--- config.mk ---
export PLATFORM = sky130hd
export DESIGN_NAME = game_fsm_np
export DESIGN_NICKNAME = d
export VERILOG_FILES = /design/src/rtl/game_fsm_np.sv
export SDC_FILE = /design/constraint.sdc
export NUM_CORES = 1
export LEC_CHECK = 0
export BUFFER_PORTS_ARGS = -buffer_cell sky130_fd_sc_hd__buf_4
export CORE_UTILIZATION = 40
export CTS_CLUSTER_DIAMETER = 30
export DETAILED_ROUTE_END_ITERATION = 6
export PLACE_DENSITY = 0.69
export SLEW_MARGIN = 20
export SYNTH_ARGS = -nofsm -noshare
export SYNTH_HDL_FRONTEND = slang
export SYNTH_SLANG_ARGS = --single-unit
--- constraint.sdc ---
create_clock -name clk -period 2.13 [get_ports clk]
set_input_delay 0.426 -clock clk [delete_from_list [all_inputs] [get_ports clk]]
set_output_delay 0.426 -clock clk [all_outputs]
set_load 0.05 [all_outputs]
--- src/rtl/game_fsm_np.sv ---
// Turn-based controller for the robot-zap game: table selection, per-game switch usage,
// player rotation and framed 16-bit status messages to the UART TX path over valid/ready.
module game_fsm_np #(
    parameter int NUM_PLAYERS  = 2,
    parameter int NUM_TABLES   = 8,
    parameter int NUM_SWITCHES = 8,
    parameter int MAX_TURNS    = 16
) (
    input  logic        clk,
    input  logic        rst_n,
    input  logic        btn_c,
    input  logic        btn_u,
    input  logic        btn_d,
    input  logic        btn_l,
    input  logic        btn_r,
    input  logic        res_valid,
    input  logic        res_win,
    output logic [15:0] msg_data,
    output logic        msg_valid,
    input  logic        msg_ready,
    output logic [2:0]  state_o,
    output logic [2:0]  cur_player,
    output logic [2:0]  cursor,
    output logic [5:0]  table_sel,
    output logic [5:0]  turn_cnt
);

    typedef enum logic [2:0] {
        S_INIT       = 3'b000,
        S_MENU       = 3'b001,
        S_SEND_SETUP = 3'b011,
        S_TURN       = 3'b010,
        S_SEND_MOVE  = 3'b110,
        S_CHECK      = 3'b111,
        S_SEND_END   = 3'b101,
        S_GAMEEND    = 3'b100
    } state_t;

    localparam logic [5:0] LP_TBL_LAST  = 6'(NUM_TABLES - 1);
    localparam logic [2:0] LP_SW_LAST   = 3'(NUM_SWITCHES - 1);
    localparam logic [2:0] LP_PL_LAST   = 3'(NUM_PLAYERS - 1);
    localparam logic [5:0] LP_MAX_TURNS = 6'(MAX_TURNS);
    localparam logic [7:0] LP_SW_MASK   = 8'((1 << NUM_SWITCHES) - 1);
    localparam logic [2:0] LP_DRAW      = 3'd7;

    // Message word: type, A, C, D, zero, then even parity over bits 15..1.
    function automatic logic [15:0] f_msg(input logic [1:0] typ, input logic [5:0] a,
                                          input logic [2:0] c, input logic [2:0] d);
        logic [15:0] w_word;
        w_word    = {typ, a, c, d, 2'b00};
        w_word[0] = ^w_word[15:1];
        return w_word;
    endfunction

    state_t      r_state, w_state_next;
    logic [5:0]  r_table_sel, w_table_next;
    logic [2:0]  r_player, w_player_next;
    logic [2:0]  r_cursor, w_cursor_next;
    logic [5:0]  r_turn_cnt, w_turn_next;
    logic [7:0]  r_used, w_used_next;
    logic        r_msg_valid, w_msg_valid_next;
    logic [15:0] r_msg_data, w_msg_data_next;
    logic        w_btn_any;
    logic        w_all_used;
    logic        w_xfer;

    assign w_btn_any  = btn_c | btn_u | btn_d | btn_l | btn_r;
    assign w_all_used = ((r_used | ~LP_SW_MASK) == 8'hFF);
    assign w_xfer     = r_msg_valid & msg_ready;

    always_ff @(posedge clk or negedge rst_n) begin
        if (!rst_n) begin
            r_state     <= S_INIT;
            r_table_sel <= '0;
            r_player    <= '0;
            r_cursor    <= '0;
            r_turn_cnt  <= '0;
            r_used      <= '0;
            r_msg_valid <= 1'b0;
            r_msg_data  <= '0;
        end else begin
            r_state     <= w_state_next;
            r_table_sel <= w_table_next;
            r_player    <= w_player_next;
            r_cursor    <= w_cursor_next;
            r_turn_cnt  <= w_turn_next;
            r_used      <= w_used_next;
            r_msg_valid <= w_msg_valid_next;
            r_msg_data  <= w_msg_data_next;
        end
    end

    // msg_valid is registered alongside the state so it rises on the edge entering a SEND state.
    always_comb begin
        w_state_next     = r_state;
        w_table_next     = r_table_sel;
        w_player_next    = r_player;
        w_cursor_next    = r_cursor;
        w_turn_next      = r_turn_cnt;
        w_used_next      = r_used;
        w_msg_valid_next = r_msg_valid;
        w_msg_data_next  = r_msg_data;
        case (r_state)
            S_INIT: begin
                if (w_btn_any) begin
                    w_state_next = S_MENU;
                end else begin
                    w_table_next = (r_table_sel == LP_TBL_LAST) ? 6'd0 : r_table_sel + 6'd1;
                end
            end
            S_MENU: begin
                if (btn_c) begin
                    w_state_next     = S_SEND_SETUP;
                    w_msg_valid_next = 1'b1;
                    w_msg_data_next  = f_msg(2'b01, r_table_sel, 3'd0, LP_PL_LAST);
                end else if (btn_u) begin
                    w_table_next = (r_table_sel == LP_TBL_LAST) ? 6'd0 : r_table_sel + 6'd1;
                end else if (btn_d) begin
                    w_table_next = (r_table_sel == 6'd0) ? LP_TBL_LAST : r_table_sel - 6'd1;
                end
            end
            S_SEND_SETUP: begin
                if (w_xfer) begin
                    w_state_next     = S_TURN;
                    w_msg_valid_next = 1'b0;
                    w_player_next    = 3'd0;
                    w_cursor_next    = 3'd0;
                end
            end
            S_TURN: begin
                // A centre press on an already-used switch consumes the cycle without effect.
                if (btn_c) begin
                    if (!r_used[r_cursor]) begin
                        w_used_next[r_cursor] = 1'b1;
                        w_turn_next           = r_turn_cnt + 6'd1;
                        w_state_next          = S_SEND_MOVE;
                        w_msg_valid_next      = 1'b1;
                        w_msg_data_next       = f_msg(2'b10, r_turn_cnt + 6'd1, r_cursor, r_player);
                    end
                end else if (btn_l) begin
                    w_cursor_next = (r_cursor == 3'd0) ? LP_SW_LAST : r_cursor - 3'd1;
                end else if (btn_r) begin
                    w_cursor_next = (r_cursor == LP_SW_LAST) ? 3'd0 : r_cursor + 3'd1;
                end
            end
            S_SEND_MOVE: begin
                if (w_xfer) begin
                    w_state_next     = S_CHECK;
                    w_msg_valid_next = 1'b0;
                end
            end
            S_CHECK: begin
                if (res_valid) begin
                    if (res_win) begin
                        w_state_next     = S_SEND_END;
                        w_msg_valid_next = 1'b1;
                        w_msg_data_next  = f_msg(2'b11, r_turn_cnt, 3'd0, r_player);
                    end else if ((r_turn_cnt == LP_MAX_TURNS) || w_all_used) begin
                        w_state_next     = S_SEND_END;
                        w_msg_valid_next = 1'b1;
                        w_msg_data_next  = f_msg(2'b11, r_turn_cnt, 3'd0, LP_DRAW);
                    end else begin
                        w_state_next  = S_TURN;
                        w_player_next = (r_player == LP_PL_LAST) ? 3'd0 : r_player + 3'd1;
                    end
                end
            end
            S_SEND_END: begin
                if (w_xfer) begin
                    w_state_next     = S_GAMEEND;
                    w_msg_valid_next = 1'b0;
                end
            end
            S_GAMEEND: begin
                if (btn_c) begin
                    w_state_next  = S_MENU;
                    w_used_next   = '0;
                    w_turn_next   = '0;
                    w_player_next = '0;
                    w_cursor_next = '0;
                end
            end
            default: w_state_next = S_INIT;
        endcase
    end

    assign msg_data   = r_msg_data;
    assign msg_valid  = r_msg_valid;
    assign state_o    = r_state;
    assign cur_player = r_player;
    assign cursor     = r_cursor;
    assign table_sel  = r_table_sel;
    assign turn_cnt   = r_turn_cnt;

endmodule
* After elaboration in Yosys (flattened, before gate mapping) *
Cells that the tools add are included.

storage, ports and cells
  register bits after elaboration = 46
  latch bits = 0
  bits in writable memories = 0
  ROM bits = 0
  input port bits = 10
  output and inout bits = 38
  memories kept = 0

operators by class
  $add $sub $neg = 6
  multipliers = 0
  divide/modulo/power cells = 0
  $lt $le $gt $ge = 2
  equality and inequality tests = 30
  shifts and indexed selects = 0
  mux-type cells = 59
  bitwise gates (word level) = 6
  reductions and logical operators = 23

operators with widths
  operator                                             count
  two-way mux 16 bit                                   6
  two-way mux 3 bit                                    22
  parity 15 bit                                        4
  two-way mux 6 bit                                    9
  one-hot mux 16 bit (3 select lines)                  1
  inequality test 2 bit, second input constant         14
  two-way mux 8 bit                                    3
  one-hot mux 3 bit (8 select lines)                   1
  one-hot mux 6 bit (2 select lines)                   2
  one-hot mux 3 bit (3 select lines)                   2
  one-hot mux 8 bit (2 select lines)                   1
  equality test 3 bit, second input constant           5
  adder 6 x 1 -> 6 bit, second input constant          2
  AND reduction 6 bit                                  2
  two-way mux 1 bit                                    9
  inequality test 3 bit, second input constant         3
  AND reduction 9 bit                                  1
  nonzero test 3 bit                                   3
  equality test 8 bit, second input constant           1
  bitwise OR 8 bit                                     1
  AND reduction 4 bit                                  2
  AND reduction 7 bit                                  1
  adder 3 x 1 -> 3 bit, second input constant          2
  equality test 3 x 1 -> 1 bit, second input constant  2
  21 further kinds                                     27

* Logic depth before layout (Yosys ltp) *
Gate-level depths: netlist of run 1.

  depth after elaboration = 8
  gate-level depth with buffers = 10
  gate-level depth less buffers = 8

* Least setup slack after synthesis of run 1 *
No wires, ideal clock.

  kind = register -> register
  start = reg r_turn_cnt[0] (netlist: turn_cnt[0])
  end = reg r_msg_data[0] (netlist: msg_data[0])
  arrival = 2376 ps
  data required time = 2005 ps
  setup slack = -371 ps
  cell stages (with the launch flop) = 10
  buffers on the path = 1
  period minus slack after synthesis = 2501 ps
  cell sequence = dfrtp_1 -> buf_2 -> inv_1 -> ha_1 -> xor2_1 -> xnor2_1 -> xnor3_1 -> xnor2_1 -> o221ai_1 -> mux2_2

between the ends
  longest elaborated chain between the ends = 5
  elaborated cells on any way between the ends = 14

RTL lines
  element                                                       line      text
  start, declared                                               59        logic [5:0] r_turn_cnt, w_turn_next;
  start signal, assigned                                        86        r_turn_cnt <= w_turn_next;
  adder 6 x 1 -> 6 bit / parity 15 bit (equally long branches)  138, 51
  parity 15 bit / two-way mux 16 bit (equally long branches)    51, 158
  two-way mux 16 bit (on tied branches)                         133, 154
  two-way mux 16 bit (on tied branches)                         132, 153
  one-hot mux 16 bit (3 select lines)                           103       case (r_state)
  end signal, assigned                                          89        r_msg_data <= w_msg_data_next;
  end, declared                                                 62        logic [15:0] r_msg_data, w_msg_data_next;

Several ways; a longest one is shown, not always the timed one. The select of a mux whose other input is x is not followed.
A chain may end at the register's enable or synchronous reset.

* Worst setup path after layout of run 1 *
  start = reg r_turn_cnt[1] (netlist: turn_cnt[1])
  end = reg r_msg_data[0] (netlist: msg_data[0])

The elaborated chain is that of the path after synthesis.

==> results of run 1 <==
[kinds of logic (layout without fill, tap and decap cells)]
logic type,after synthesis,count (layout)
AO/OA/AOI/OAI,108,108
AND/OR/NAND/NOR,108,108
flip-flops,45,45
buffers and inverters,32,102
XOR/XNOR,19,19
adder cells (fa/ha/maj),15,15
multiplexers,13,13
other,1,1
[per-layer routing]
metal / global-route usage, % / part of all wire (%) / vias up
met5: 0 / 0 / -
met4: 8.74 / 2.0 / 0
met3: 3.20 / 6.0 / 15
met2: 35.8 / 48 / 85
met1: 29.5 / 44 / 1399
li1: - / - / 1381
[cell type report]
class	instances	area, µm²	area share, %
Multi-Input combinational cell	264	1860	48.1
Sequential cell	45	1130	29.4
Timing Repair Buffer	77	591	15.3
Tap cell	99	124	3.21
Inverter	17	63.8	1.65
Clock inverter	3	21.3	0.551
Clock buffer	5	68.8	1.78
[registers in the layout, indices dropped and copies added (netlist names)]
signal and cells:
msg_valid 1, turn_cnt 6, r_used 8, state_o 3
msg_data 15, cursor 3, table_sel 6, cur_player 3
[worst min-delay path by stage]
| stage | end | slack [ns] |
|---|---|---|
| floorplan | cur_player[0]$_DFFE_PN0P_ | 0.13 |
| global placement | msg_data[6]$_DFFE_PN0P_ | 0.47 |
| detailed placement | msg_data[6]$_DFFE_PN0P_ | 0.46 |
| CTS | msg_data[6]$_DFFE_PN0P_ | 0.12 |
| global route | r_used[4]$_DFFE_PN0P_ | 0.15 |
| finish | msg_data[6]$_DFFE_PN0P_ | 0.1 |
[power by group through the flow]
stage,sequential (mW),clock [mW],combinational (mW)
3_3_place_gp,1.52,0,4.54
2_1_floorplan,2.35,0,2.45
5_1_grt,1.56,0.614,5.00
4_1_cts,1.52,0.577,4.61
6_report,1.52,0.570,4.66
3_5_place_dp,1.53,0,4.59
[per-stage QoR]
| stage | setup WS [ns] | cells |
|---|---|---|
| global placement | 0.165 | 500 |
| detailed placement | 0.124 | 500 |
| CTS | 0.101 | 508 |
| finish | 0.120 | 510 |
| global route | 0.00176 | 510 |
| floorplan | -0.0434 | 341 |
[worst max-delay path, stage by stage (launching register included)]
cell and delay, ns:
sky130_fd_sc_hd__dfrtp_2 0.46, sky130_fd_sc_hd__inv_1 0.10, sky130_fd_sc_hd__ha_4 0.21, sky130_fd_sc_hd__xor2_1 0.16
sky130_fd_sc_hd__xnor2_1 0.18, sky130_fd_sc_hd__xnor3_1 0.24, sky130_fd_sc_hd__xnor2_1 0.15, sky130_fd_sc_hd__o221ai_1 0.12
sky130_fd_sc_hd__mux2_2 0.28
[placed cells by master, fill, tap and decap left out, types with 2 or more instances in the layout]
cell type and count:
sky130_fd_sc_hd__buf_4 76, sky130_fd_sc_hd__dfrtp_1 40, sky130_fd_sc_hd__nand2_1 33, sky130_fd_sc_hd__nor2_1 30, sky130_fd_sc_hd__a21oi_1 23, sky130_fd_sc_hd__o21ai_0 16, sky130_fd_sc_hd__inv_1 15, sky130_fd_sc_hd__xnor2_1 14
sky130_fd_sc_hd__o22ai_1 14, sky130_fd_sc_hd__ha_1 14, sky130_fd_sc_hd__nand3_1 8, sky130_fd_sc_hd__nand2b_1 8, sky130_fd_sc_hd__o31ai_1 6, sky130_fd_sc_hd__a31oi_1 6, sky130_fd_sc_hd__mux2_4 6, sky130_fd_sc_hd__nor2b_1 5
sky130_fd_sc_hd__clkbuf_8 5, sky130_fd_sc_hd__dfrtp_2 5, sky130_fd_sc_hd__o21ai_1 4, sky130_fd_sc_hd__nand4_1 4, sky130_fd_sc_hd__mux2i_1 4, sky130_fd_sc_hd__and2_1 4, sky130_fd_sc_hd__a22o_1 4, sky130_fd_sc_hd__o221ai_1 4
sky130_fd_sc_hd__nor3_2 3, sky130_fd_sc_hd__a32oi_1 3, sky130_fd_sc_hd__mux2_2 3, sky130_fd_sc_hd__xor2_1 3, sky130_fd_sc_hd__o21a_1 3, sky130_fd_sc_hd__o2bb2ai_1 3, sky130_fd_sc_hd__inv_2 2, sky130_fd_sc_hd__nor4_1 2
sky130_fd_sc_hd__nor3_1 2, sky130_fd_sc_hd__a21o_1 2, sky130_fd_sc_hd__and3_1 2, sky130_fd_sc_hd__a41oi_1 2, sky130_fd_sc_hd__a211oi_1 2, sky130_fd_sc_hd__a22oi_1 2, sky130_fd_sc_hd__o32a_1 2, sky130_fd_sc_hd__a21bo_2 2
[timing repair]
item	4_1_cts	5_1_grt
setup buffers	0	2
hold endpoints to repair	0	0
setup endpoints to repair	0	1
==> load_flow_metrics.sql, run 1 <==
INSERT INTO impl_metrics (metric_group, metric, value, unit) VALUES
('yosys', 'synthXorXnorAreaFrac', '6.02', '%'),
('global_route', 'grt_start_max_net_pins', '46', ''),
('critical_path', 'cp-endpoint', 'msg_data[0]$_DFFE_PN0P_', ''),
('global_route', 'vias_in_the_first_global_route', '2844', ''),
('yosys', 'synthesis.area_per_instance', '9.14', 'µm²'),
('route', 'vias', '2880', ''),
('critical_path', 'critical_path_class', 'reg -> reg', ''),
('route', 'drt-pass1-iter-count', '4', ''),
('placed_design', 'gp_congestion', '0.897', ''),
('placed_design', 'place_area', '0.00375', 'mm²'),
('yosys', 'synth_top_family_by_area', 'compound AO/OA/AOI/OAI gates', ''),
('yosys', 'mappedNetlistArea', '0.00312', 'mm²'),
('yosys', 'asyncSetResetFlopFracSynth', '100', '%'),
('pwr', 'seq_power_share', '22.5', '%'),
('pwr', 'pwr-share-comb', '69.1', '%'),
('pwr', 'static-leakage-power', '1.78', 'nW'),
('yosys', 'synth_largest_area_cell', 'sky130_fd_sc_hd__dfrtp_1', ''),
('yosys', 'post-synth-top-count-cell', 'sky130_fd_sc_hd__dfrtp_1', ''),
('cts', 'tritoncts.num_buffers', '5', ''),
('cts', 'cts_tree', 'yes', ''),
('yosys', 'synth_edf_count', '0', ''),
('sta', 'final.hold.worst_slack', '0.0992', 'ns'),
('yosys', 'synth-main-ff-cell', 'sky130_fd_sc_hd__dfrtp_1', ''),
('yosys', 'synth_warnings', '0', ''),
('die', 'floorplan.die_area', '0.00815', 'mm²'),
('flow_run', 'maxCapViolations', '0', ''),
('critical_path', 'startpoint_type', 'register', ''),
('yosys', 'synthSimpleGateAreaFrac', '17.1', '%'),
('layout', 'final_net_count', '435', ''),
('sta', 'rsz0062_at_grt', 'no', ''),
('sta', 'minimum_clock_period_after_layout', '2.01', 'ns'),
('sta', 'setup_viol_count_final', '0', ''),
('global_route', 'initial_antenna_violation_count', '0', ''),
('critical_path', 'worst-r2r-cell-count', '8', ''),
('die', 'start_util', '42.1', '%'),
('yosys', 'synth_top_area_share', '36.1', '%'),
('sta', 'largest_clock_skew_in_the_final_design', '0.00547', 'ns'),
('pwr', 'power_report.internal_total', '3.25', 'mW'),
('yosys', 'yosys-top-cells-area', 'sky130_fd_sc_hd__dfrtp_1 36%, sky130_fd_sc_hd__ha_1 6.0%, sky130_fd_sc_hd__nand2_1 4.0%, sky130_fd_sc_hd__xnor2_1 3.9%, sky130_fd_sc_hd__nor2_1 3.7%', ''),
('route', 'detail_route.iter0.violations', '227', ''),
('placed_design', 'hpwlAfterDp', '6440', 'µm'),
('layout', 'postLayoutCellArea', '0.00386', 'mm²'),
('cts', 'clock-root-buffer', 'sky130_fd_sc_hd__clkbuf_8', ''),
('yosys', 'synth-adder-area-share', '6.02', '%'),
('cts', 'postCtsHoldBufs', '0', ''),
('pwr', 'sw_frac_of_total', '51.9', '%'),
('critical_path', 'crit-reg2reg-launch', 'turn_cnt[1]$_DFFE_PN0P_', ''),
('layout', 'layout-area-overhead-vs-synth', '23.8', '%'),
('yosys', 'postSynthNetCount', '366', ''),
('route', 'viasPerCell', '5.65', ''),
('pwr', 'clock_power_share', '8.4', '%'),
('global_route', 'groute.usage.overall', '22.0', '%'),
('layout', 'fill_cells', '689', ''),
('sta', 'final_min_period_over_clock_period', '94.4', '%'),
('yosys', 'portion_of_netlist_area_occupied_by_mux_cells', '5.26', '%'),
('critical_path', 'cp_data_required_time', '2.33', 'ns'),
('pwr', 'net-switching-power', '3.50', 'mW'),
('yosys', 'synth_cells', '341', ''),
('layout', 'drive_gt1_share', '28.5', '%'),
('pwr', 'cellPowerDensity', '1750', 'mW/mm²'),
('sta', 'clock.fmax', '497', 'MHz'),
('global_route', 'overflow', '0', ''),
('status', 'status', 'finished clean', ''),
('layout', 'share_of_the_core_filled_with_cells', '52.1', '%'),
('die', 'placementRows', '31', ''),
('cts', 'clk_latency', '0.31', 'ns'),
('critical_path', 'critical_path_arrival', '2.21', 'ns'),
('pwr', 'vdd_ir_drop_max', '0.874', 'mV'),
('yosys', 'synth_seq_cells', '45', ''),
('sta', 'final.setup.tns', '0', 'ns'),
('yosys', 'register_area_share_after_synthesis', '36.1', '%');
No activity file was read; power rests on OpenSTA's default activity.
==> run 2: changes to the inputs <==
Settings changed: CAP_MARGIN from default to 20, MAX_ROUTING_LAYER from default to met4.
==> run 2 against run 1 <==
Effect of this change: sequential power is essentially flat; worst hold slack improved by 0.011 ns; clock power increased by 2%; wire length is 0.76% higher; sequential cell count unchanged; die area unchanged; non-clock buffer count unchanged; critical endpoint is now msg_data[10]$_DFFE_PN0P_; largest cell class unchanged.
==> load_flow_metrics.sql, run 2 (synthesized netlist as in run 1, its figures left out) <==
INSERT INTO impl_metrics (metric_group, metric, value, unit) VALUES
('route', 'drt-pass1-iter-count', '4', ''),
('cts', 'number_of_clock_sinks', '45', ''),
('route', 'final_antenna_violating_net_count', '0', ''),
('critical_path', 'cp_cell_sequence', 'mux2_2, a2bb2oi_4, a31oi_4, o21a_1, buf_12, mux2_4', ''),
('pwr', 'static-leakage-power', '1.78', 'nW'),
('route', 'detailroute.wirelength.met3', '558', 'µm'),
('cts', 'clock_tree.htree_level_count', '2', ''),
('cts', 'tritoncts.num_buffers', '5', ''),
('die', 'placementRows', '31', ''),
('placed_design', 'hpwlAfterDp', '6610', 'µm'),
('layout', 'insertedDiodeCount', '0', ''),
('critical_path', 'cp_data_required_time', '2.33', 'ns'),
('layout', 'drive_gt1_share', '29.0', '%'),
('layout', 'mostFrequentLayoutCell', 'sky130_fd_sc_hd__buf_4', ''),
('route', 'routed_wl', '8630', 'µm'),
('sta', 'worst_slew_pin_slew', '0.598', 'ns'),
('route', 'vias', '2925', ''),
('critical_path', 'startpoint_type', 'register', ''),
('sta', 'postLayoutSetupSlackWorst', '0.0676', 'ns'),
('status', 'status', 'finished clean', ''),
('route', 'viasPerCell', '5.74', ''),
('sta', 'report.final.slew_viol_count', '0', ''),
('sta', 'largest_clock_skew_in_the_final_design', '0.0115', 'ns'),
('global_route', 'grt_first_pass_wirelength', '14200', 'µm'),
('sta', 'hold_viol', '0', ''),
('layout', 'postLayoutCellArea', '0.00387', 'mm²'),
('critical_path', 'startpoint', 'cursor[2]$_DFFE_PN0P_', ''),
('cts', 'clock-root-buffer', 'sky130_fd_sc_hd__clkbuf_8', ''),
('route', 'wl_per_cell', '16.9', 'µm'),
('critical_path', 'cp_slowest_stage_delay', '0.46', 'ns'),
('die', 'fp.dieW', '90.3', 'µm'),
('die', 'fp.coreArea', '0.00741', 'mm²'),
('global_route', 'groute.usage.overall', '22.6', '%'),
('die', 'die_h', '90.3', 'µm'),
('global_route', 'overflow', '0', ''),
('critical_path', 'critical_path_class', 'reg -> reg', ''),
('layout', 'largest_reg_flops', '15', ''),
('pwr', 'cellPowerDensity', '1740', 'mW/mm²'),
('route', 'detail_route.iter0.violations', '169', ''),
('pwr', 'vdd_ir_drop_max', '0.959', 'mV'),
('critical_path', 'end_kind', 'register', ''),
('die', 'start_util', '42.1', '%'),
('layout', 'final_net_count', '435', ''),
('pwr', 'sw_frac_of_total', '51.7', '%'),
('route', 'route.layer.met1.wl', '3780', 'µm'),
('sta', 'worst_slew_margin_rel', '60.2', '%'),
('cts', 'clk_latency', '0.31', 'ns'),
('cts', 'cts_tree', 'yes', ''),
('pwr', 'pwr-share-comb', '68.5', '%'),
('critical_path', 'r2r_setup_slack', '0.07', 'ns'),
('sta', 'final.setup.tns', '0', 'ns'),
('layout', 'most-common-layout-cells', '76 x sky130_fd_sc_hd__buf_4, 40 x sky130_fd_sc_hd__dfrtp_1, 33 x sky130_fd_sc_hd__nand2_1', ''),
('pwr', 'power_report.internal_total', '3.25', 'mW'),
('route', 'drc', '0', ''),
('placed_design', 'pre_cts_ws', '0.0996', 'ns'),
('global_route', 'grt_start_max_net_pins', '46', ''),
('cts', 'clk_path_buf_depth', '2', ''),
('sta', 'clock.fmax', '485', 'MHz'),
('placed_design', 'gp_congestion', '0.900', ''),
('die', 'floorplan.die_area', '0.00815', 'mm²'),
('pwr', 'net-switching-power', '3.48', 'mW'),
('cts', 'clkSlewWorstSetupHoldPaths', '0.10', 'ns'),
('die', 'design.portCount', '48', ''),
('layout', 'instances_no_fill', '510', ''),
('pwr', 'clock_power_share', '8.6', '%'),
('pwr', 'total_power', '6.73', 'mW'),
('critical_path', 'critical_path.reg2reg.endpoint', 'msg_data[10]$_DFFE_PN0P_', ''),
('route', 'detailroute.wirelength.met2', '4160', 'µm'),
('sta', 'final_min_period_over_clock_period', '96.8', '%'),
('hold_path', 'hold_class', 'in -> async', ''),
('sta', 'minimum_clock_period_after_layout', '2.06', 'ns'),
('sta', 'setup_viol_count_final', '0', ''),
('sta', 'rsz0062_at_grt', 'yes', ''),
('critical_path', 'critical_path_arrival', '2.26', 'ns'),
('placed_design', 'dp_cells', '500', ''),
('flow_run', 'maxCapViolations', '0', ''),
('critical_path', 'worst-r2r-cell-count', '6', ''),
('critical_path', 'crit-reg2reg-launch', 'cursor[2]$_DFFE_PN0P_', ''),
('route', 'top_signal_layer_used', 'met4', ''),
('critical_path', 'worstPathMaxFanout', '8', ''),
('layout', 'layout-area-overhead-vs-synth', '24.2', '%'),
('critical_path', 'crit_path_top_delay_cell', 'sky130_fd_sc_hd__dfrtp_2', ''),
('placed_design', 'place_area', '0.00375', 'mm²'),
('pwr', 'seq_power_share', '22.9', '%'),
('placed_design', 'io_buffers', '46', ''),
('global_route', 'initial_antenna_violation_count', '0', ''),
('global_route', 'vias_in_the_first_global_route', '2810', ''),
('critical_path', 'cp-endpoint', 'msg_data[10]$_DFFE_PN0P_', '');
==> run 2: cell counts in the layout (fill, tap and decap cells not counted) <==
No cell type changed its count.
==> run 2: how the worst min path moves through the flow <==
stage               start                        end  slack (ns)  depth (start not counted)
finish              rst_n      r_used[2]$_DFFE_PN0P_        0.11                          1
global placement    rst_n    msg_data[6]$_DFFE_PN0P_        0.47                          1
CTS                 rst_n    msg_data[6]$_DFFE_PN0P_        0.14                          1
floorplan           rst_n  cur_player[0]$_DFFE_PN0P_        0.13                          0
detailed placement  rst_n    msg_data[6]$_DFFE_PN0P_        0.48                          1
global route        rst_n    msg_data[7]$_DFFE_PN0P_        0.15                          1
==> run 2: per-stage QoR <==
step / hold WS [ns] / utilization [%]
floorplan: 0.130 / -
global placement: 0.468 / 50.7
detailed placement: 0.482 / 50.7
CTS: 0.138 / 51.9
global route: 0.149 / 52.3
finish: 0.110 / 52.3
==> run 2: critical path, delay by kind of cell, from the launching register on <==
family	cells	cell delay [ns]
buffers and inverters	1	0.14
muxes	2	0.68
DFF	1	0.46
AOI/OAI and AO/OA	3	0.66
==> run 2: what timing repair did <==
item / 4_1_cts / 5_1_grt
hold buffers: 0 / 0
gates resized for setup: 0 / 2
buffers inserted: 0 / 2
endpoints found under the setup margin: 0 / 8
==> run 2: cell type report <==
| type | instances | area, µm² |
|---|---|---|
| fillers | 678 | 3540 |
| flip-flops and latches | 45 | 1130 |
| clock inverters | 3 | 25.0 |
| clock buffers | 5 | 68.8 |
| well taps | 99 | 124 |
| multi-input cells | 264 | 1870 |
| repair buffers | 77 | 591 |
| inverters | 17 | 63.8 |
==> run 2: metal layers <==
metal  GRT usage (%)  vias up
li1                -     1381
met1            28.8     1433
met2            37.5       98
met3            3.45       13
met4            5.78        0
met5               -        -
==> run 2: power groups by stage <==
stage               Sequential, mW  Combinational [mW]  Clock, mW
global route                  1.59                4.96      0.621
CTS                           1.55                4.54      0.591
floorplan                     2.35                2.45          0
global placement              1.55                4.48          0
detailed placement            1.56                4.53          0
finish                        1.54                4.61      0.581
